File: src/rtl/cvae_state_wb_if.sv
// State write-back bus: decoder word stream into the controller plus the
// state-SRAM write port driven by the controller.
interface cvae_state_wb_if #(
    parameter int DATA_WIDTH = 32,
    parameter int ADDR_WIDTH = 16
);
    logic                  st_valid;
    logic                  st_ready;
    logic [DATA_WIDTH-1:0] st_data;
    logic                  st_term;
    logic                  sram_state_wea;
    logic [ADDR_WIDTH-1:0] sram_state_addr;
    logic [DATA_WIDTH-1:0] sram_state_wdata;

    // Datapath / observer side
    modport master (
        output st_valid, st_data, st_term,
        input  st_ready, sram_state_wea, sram_state_addr, sram_state_wdata
    );

    // Controller side
    modport slave (
        input  st_valid, st_data, st_term,
        output st_ready, sram_state_wea, sram_state_addr, sram_state_wdata
    );
endinterface

File: src/rtl/cvae_state_wb_ctrl.sv
// State-SRAM write-back controller: assigns sequential addresses to streamed
// state vectors, counts committed decode steps and ends the session.
module cvae_state_wb_ctrl #(
    parameter int DATA_WIDTH  = 32,
    parameter int ADDR_WIDTH  = 16,
    parameter int STATE_WORDS = 13,
    parameter int MAX_SEQ     = 59,
    parameter int BASE_ADDR   = 13
) (
    input  logic               clk,
    input  logic               rst,
    input  logic               start,
    cvae_state_wb_if.slave     st,
    output logic [5:0]         seq_lens,
    output logic               busy,
    output logic               done
);
    localparam int WORD_W = (STATE_WORDS > 1) ? $clog2(STATE_WORDS) : 1;
    localparam int STEP_W = 6;

    localparam logic [WORD_W-1:0]     LAST_WORD = WORD_W'(STATE_WORDS - 1);
    localparam logic [STEP_W-1:0]     MAX_STEP  = STEP_W'(MAX_SEQ);
    localparam logic [ADDR_WIDTH-1:0] BASE      = ADDR_WIDTH'(BASE_ADDR);

    typedef enum logic [1:0] {
        S_IDLE,
        S_RUN,
        S_LAST,
        S_DONE
    } state_t;

    state_t                  state_reg;
    logic [WORD_W-1:0]       word_cnt_reg;
    logic [STEP_W-1:0]       step_cnt_reg;
    logic [ADDR_WIDTH-1:0]   addr_ptr_reg;
    logic                    ready_reg;
    logic                    busy_reg;
    logic                    done_reg;
    logic [5:0]              seq_lens_reg;
    logic                    wea_reg;
    logic [ADDR_WIDTH-1:0]   addr_reg;
    logic [DATA_WIDTH-1:0]   wdata_reg;

    logic                    accept;
    logic                    vector_end;
    logic [STEP_W-1:0]       step_next;

    assign accept     = st.st_valid & ready_reg;
    assign vector_end = (word_cnt_reg == LAST_WORD);
    assign step_next  = step_cnt_reg + STEP_W'(1);

    always_ff @(posedge clk) begin
        if (rst) begin
            state_reg    <= S_IDLE;
            word_cnt_reg <= '0;
            step_cnt_reg <= '0;
            addr_ptr_reg <= BASE;
            ready_reg    <= 1'b0;
            busy_reg     <= 1'b0;
            done_reg     <= 1'b0;
            seq_lens_reg <= '0;
            wea_reg      <= 1'b0;
            addr_reg     <= '0;
            wdata_reg    <= '0;
        end else begin
            wea_reg <= 1'b0;
            // start wins over any concurrent handshake; a write already on
            // the SRAM port (LAST) has completed by this edge.
            if (start) begin
                state_reg    <= S_RUN;
                word_cnt_reg <= '0;
                step_cnt_reg <= '0;
                addr_ptr_reg <= BASE;
                ready_reg    <= 1'b1;
                busy_reg     <= 1'b1;
                done_reg     <= 1'b0;
                seq_lens_reg <= '0;
            end else begin
                unique case (state_reg)
                    S_RUN: begin
                        if (accept) begin
                            wea_reg      <= 1'b1;
                            addr_reg     <= addr_ptr_reg;
                            wdata_reg    <= st.st_data;
                            addr_ptr_reg <= addr_ptr_reg + ADDR_WIDTH'(1);
                            if (vector_end) begin
                                word_cnt_reg <= '0;
                                step_cnt_reg <= step_next;
                                seq_lens_reg <= (step_next > MAX_STEP) ? MAX_STEP : step_next;
                                // st_term only counts on the closing word of a vector
                                if (st.st_term || (step_next == MAX_STEP)) begin
                                    state_reg <= S_LAST;
                                    ready_reg <= 1'b0;
                                end
                            end else begin
                                word_cnt_reg <= word_cnt_reg + WORD_W'(1);
                            end
                        end
                    end
                    S_LAST: begin
                        state_reg <= S_DONE;
                        busy_reg  <= 1'b0;
                        done_reg  <= 1'b1;
                    end
                    default: begin
                    end
                endcase
            end
        end
    end

    assign st.st_ready         = ready_reg;
    assign st.sram_state_wea   = wea_reg;
    assign st.sram_state_addr  = addr_reg;
    assign st.sram_state_wdata = wdata_reg;
    assign seq_lens            = seq_lens_reg;
    assign busy                = busy_reg;
    assign done                = done_reg;
endmodule

File: src/flat_wrapper.sv
// flat-port wrapper written by rule: the top's interface ports become plain ports
module cvae_state_wb_ctrl_flat 
#(
    parameter int DATA_WIDTH  = 32,
    parameter int ADDR_WIDTH  = 16,
    parameter int STATE_WORDS = 13,
    parameter int MAX_SEQ     = 59,
    parameter int BASE_ADDR   = 13
)
  (clk, rst, start, seq_lens, busy, done, st_st_valid, st_st_data, st_st_term, st_st_ready, st_sram_state_wea, st_sram_state_addr, st_sram_state_wdata);
  cvae_state_wb_if #(.DATA_WIDTH(DATA_WIDTH), .ADDR_WIDTH(ADDR_WIDTH)) st_i ();
  input  logic clk;
  input  logic rst;
  input  logic start;
  output logic [5:0] seq_lens;
  output logic busy;
  output logic done;
  input wire logic [$bits(st_i.st_valid)-1:0] st_st_valid;
  input wire logic [$bits(st_i.st_data)-1:0] st_st_data;
  input wire logic [$bits(st_i.st_term)-1:0] st_st_term;
  output wire logic [$bits(st_i.st_ready)-1:0] st_st_ready;
  output wire logic [$bits(st_i.sram_state_wea)-1:0] st_sram_state_wea;
  output wire logic [$bits(st_i.sram_state_addr)-1:0] st_sram_state_addr;
  output wire logic [$bits(st_i.sram_state_wdata)-1:0] st_sram_state_wdata;
  assign st_i.st_valid = st_st_valid;
  assign st_i.st_data = st_st_data;
  assign st_i.st_term = st_st_term;
  assign st_st_ready = st_i.st_ready;
  assign st_sram_state_wea = st_i.sram_state_wea;
  assign st_sram_state_addr = st_i.sram_state_addr;
  assign st_sram_state_wdata = st_i.sram_state_wdata;
  cvae_state_wb_ctrl #(.DATA_WIDTH(DATA_WIDTH), .ADDR_WIDTH(ADDR_WIDTH), .STATE_WORDS(STATE_WORDS), .MAX_SEQ(MAX_SEQ), .BASE_ADDR(BASE_ADDR)) u_core (.clk(clk), .rst(rst), .start(start), .st(st_i), .seq_lens(seq_lens), .busy(busy), .done(done));
endmodule
File: config.mk
export PLATFORM = sky130hd
export DESIGN_NAME = cvae_state_wb_ctrl_flat
export DESIGN_NICKNAME = d
export VERILOG_FILES = /design/src/rtl/cvae_state_wb_if.sv /design/src/rtl/cvae_state_wb_ctrl.sv /design/src/flat_wrapper.sv
export SDC_FILE = /design/constraint.sdc
export NUM_CORES = 1
export LEC_CHECK = 0
export CELL_PAD_IN_SITES_DETAIL_PLACEMENT = 0
export CELL_PAD_IN_SITES_GLOBAL_PLACEMENT = 2
export CORE_ASPECT_RATIO = 0.9
export CORE_MARGIN = 1
export CORE_UTILIZATION = 23
export CTS_BUF_LIST = sky130_fd_sc_hd__clkbuf_16
export DETAILED_ROUTE_END_ITERATION = 7
export PLACE_DENSITY_LB_ADDON = 0.2
export SLEW_MARGIN = 10
export SYNTH_ARGS = -nofsm -noshare
export SYNTH_HDL_FRONTEND = slang
export SYNTH_SLANG_ARGS = --single-unit
File: constraint.sdc
create_clock -name clk -period 2.25 [get_ports clk]
set_input_delay 0.45 -clock clk [delete_from_list [all_inputs] [get_ports clk]]
set_output_delay 0.45 -clock clk [all_outputs]
set_load 0.01 [all_outputs]
==> out/metrics.yaml <==
die:
  initial_core_util_pct: 23.8
  core_area_mm2: 0.0142
  row_count: 41
  pin_count: 95
  die_area_mm2: 0.0152
  fp.dieH_um: 117
  die_x_um: 130
clock_tree:
  clkTransAtPathRegs_ps: 60
  clk_latency_ps: 340
  cts.path.max_buffers: 2
  cts_resized: 0
  cts-root-buf: "clkbuf_16"
  cts_setup_buffers: 0
  cts.sinks: 86
  cts_tree: "done"
  h-tree-depth: 3
  cts.hold.buffers_added: 0
  numCtsBuffers: 9
timing:
  finalHoldViolCount: 0
  finalSetupViolations: 0
  fmax_mhz: 517
  slew_headroom_pct: 61.2
  finClkSkew_ps: 4.80
  hold_slack_ps: 444
  finalCritPeriodShare_pct: 85.9
  period_minus_slack_ps: 1930
  tightestPinTransition_ps: 581
  setup_slack_ps: 316
  final_max_slew_viol_count: 0
  fin_tns_setup_ps: 0
  rsz0062_at_grt: "no"
setup_path:
  critical_path_class: "flip-flop to flip-flop"
  path_depth: 6
  required_ps: 2500
  cp_max_fo: 6
  critPathSlowestCell: "dfxtp_1"
  crit_end: "u_core.seq_lens[0]"
  cp.arrival_ps: 2190
  cp_top_family: "simple AND/OR/NAND/NOR gates"
  cp-start-kind: "flip-flop"
  critPathLaunch: "u_core.step_cnt_reg[1]"
  slowest_delay_ps: 420
  path_buf_inv: 0
  crit_path_cell_trace: "ha_1, and3b_1, o221ai_2, o31a_1, or3b_1, a311oi_1"
  r2r_slack_ps: 320
  reg2reg_to: "u_core.seq_lens[0]"
  end_kind: "flip-flop"
  r2r-start: "u_core.step_cnt_reg[1]"
  reg2reg_depth: 6
yosys:
  synth_top_area_share_pct: 51.0
  synthFlopType: "dfxtp_1"
  synth_edf_count: 0
  synthArstFlopShare_pct: 0
  synth.distinct_cells: 37
  postSynthCellCount: 407
  synth_seq_cells: 86
  synth_top_cell_by_area: "dfxtp_1"
  synth_common_cells: "nand2_1 (114), dfxtp_1 (86), a21oi_1 (55)"
  synth.net_count: 449
  synth_area_leaders: "dfxtp_1 (51%), nand2_1 (13%), a21oi_1 (8.2%), nor2_1 (3.8%), xor2_1 (3.6%)"
  yosys_warnings: 0
  synth_area_mm2: 0.00338
  avgSynthCellArea_um2: 8.29
  ys_seq_area_share_pct: 51.0
  post-synth-top-count-cell: "nand2_1"
global_routing:
  overflow: 0
  grt_pass1_wl_mm: 13.5
  grt_pass1_vias: 2698
  grt_start_max_net_pins: 57
  antenna_found_initial: 0
  grt_use_total_pct: 11.8
cells_and_area:
  multiInputGateArea_mm2: 0.00152
  largest_reg_flops: 32
  drive_gt1_share_pct: 7.14
  nets: 542
  area.sequential_mm2: 0.00172
  antenna_cells: 0
  area_growth_syn_to_layout_pct: 46.0
  design_area_mm2: 0.00493
  num-fill-cells: 1499
placement:
  dpl_worst_slack_ps: 104
  dpl_cell_area_mm2: 0.00460
  place.gp.congestion: 0.701
  io_buffers: 94
  dp.final_hpwl_mm: 5.67
drt:
  vias: 2925
  route.detailed.drc: 0
  wl_per_cell_um: 12.4
  final_antenna_net_count: 0
  totalWireLength_mm: 8.63
  drtIter0Drc: 96
  viasPerCell: 4.20
  drtPass1Iterations: 4
run:
  maxCapViolCount: 0
power_and_ir_drop:
  p_per_area_mw_per_mm2: 710
  irDropWorstVdd_uv: 387
  p_leak_nw: 1.65
worst_hold_path:
  min_path_cells: 2
  hp-class: "flip-flop to flip-flop"
run_status:
  status: "finished, final reports clean"
where the power goes:
group | switching (mW) | internal (mW) | total, mW
registers | 0.0209 | 1.55 | 1.57
clock network | 0.592 | 1.07 | 1.66
logic | 0.124 | 0.140 | 0.265
final cells by class:
cell class              count  area share, %
inverters                   8          0.609
clock inverters             6           2.08
flip-flops and latches     86           34.9
repair buffers            107           22.0
clock buffers               9           4.57
well taps                 193           4.90
multi-input cells         288           30.9
cell families (layout without fill, tap and decap cells):
group	after synthesis	after routing	synth area share, %
AO/OA/AOI/OAI	73	73	12.5
XOR/XNOR	25	25	6.49
adder cells (fa/ha/maj)	5	5	1.85
buffers and inverters	33	130	4.23
flip-flops	86	86	51.0
AND/OR/NAND/NOR	185	185	23.9
worst min-delay path: stages (launching register included):
cell and delay (ps):
dfxtp_1 310, inv_1 40, a21oi_1 50
how the worst min path moves through the flow:
stage / start / endpoint / slack (ps)
after floorplan: u_core.addr_ptr_reg[15] / u_core.st.sram_state_addr[15] / 440
after global placement: u_core.done / u_core.done / 440
after detailed placement: u_core.done / u_core.done / 440
after CTS: u_core.done / u_core.done / 450
after global routing: u_core.done / u_core.done / 470
final: u_core.done / u_core.done / 440
layer usage:
metal	share of wire, %	up-vias	track usage [%]
met5	0	-	0
met4	1.2	0	3.72
met3	7.1	7	5.82
met2	45	62	18.6
met1	46	1325	13.9
li1	-	1531	-
cells in the final DEF, fill, tap and decap left out, drive strengths merged, types with 5 or more instances in the layout:
cell type,synthesis,routed
ha,5,5
nor2,34,34
clkbuf,15,9
dfxtp,86,86
xor2,14,14
nand2,114,114
buf,10,14
clkdlybuf4s50,0,93
inv,8,9
nor3,5,5
nand3,13,13
a21oi,55,55
xnor2,11,11
metrics by stage:
stage,util (%),power [mW],instances
after floorplan,-,1.71,407
after global placement,32.5,1.88,682
after detailed placement,32.5,1.88,682
after CTS,34.8,3.58,697
after global routing,34.8,3.66,697
final,34.8,3.50,697
Note: power is estimated with default switching activity, not from simulation.
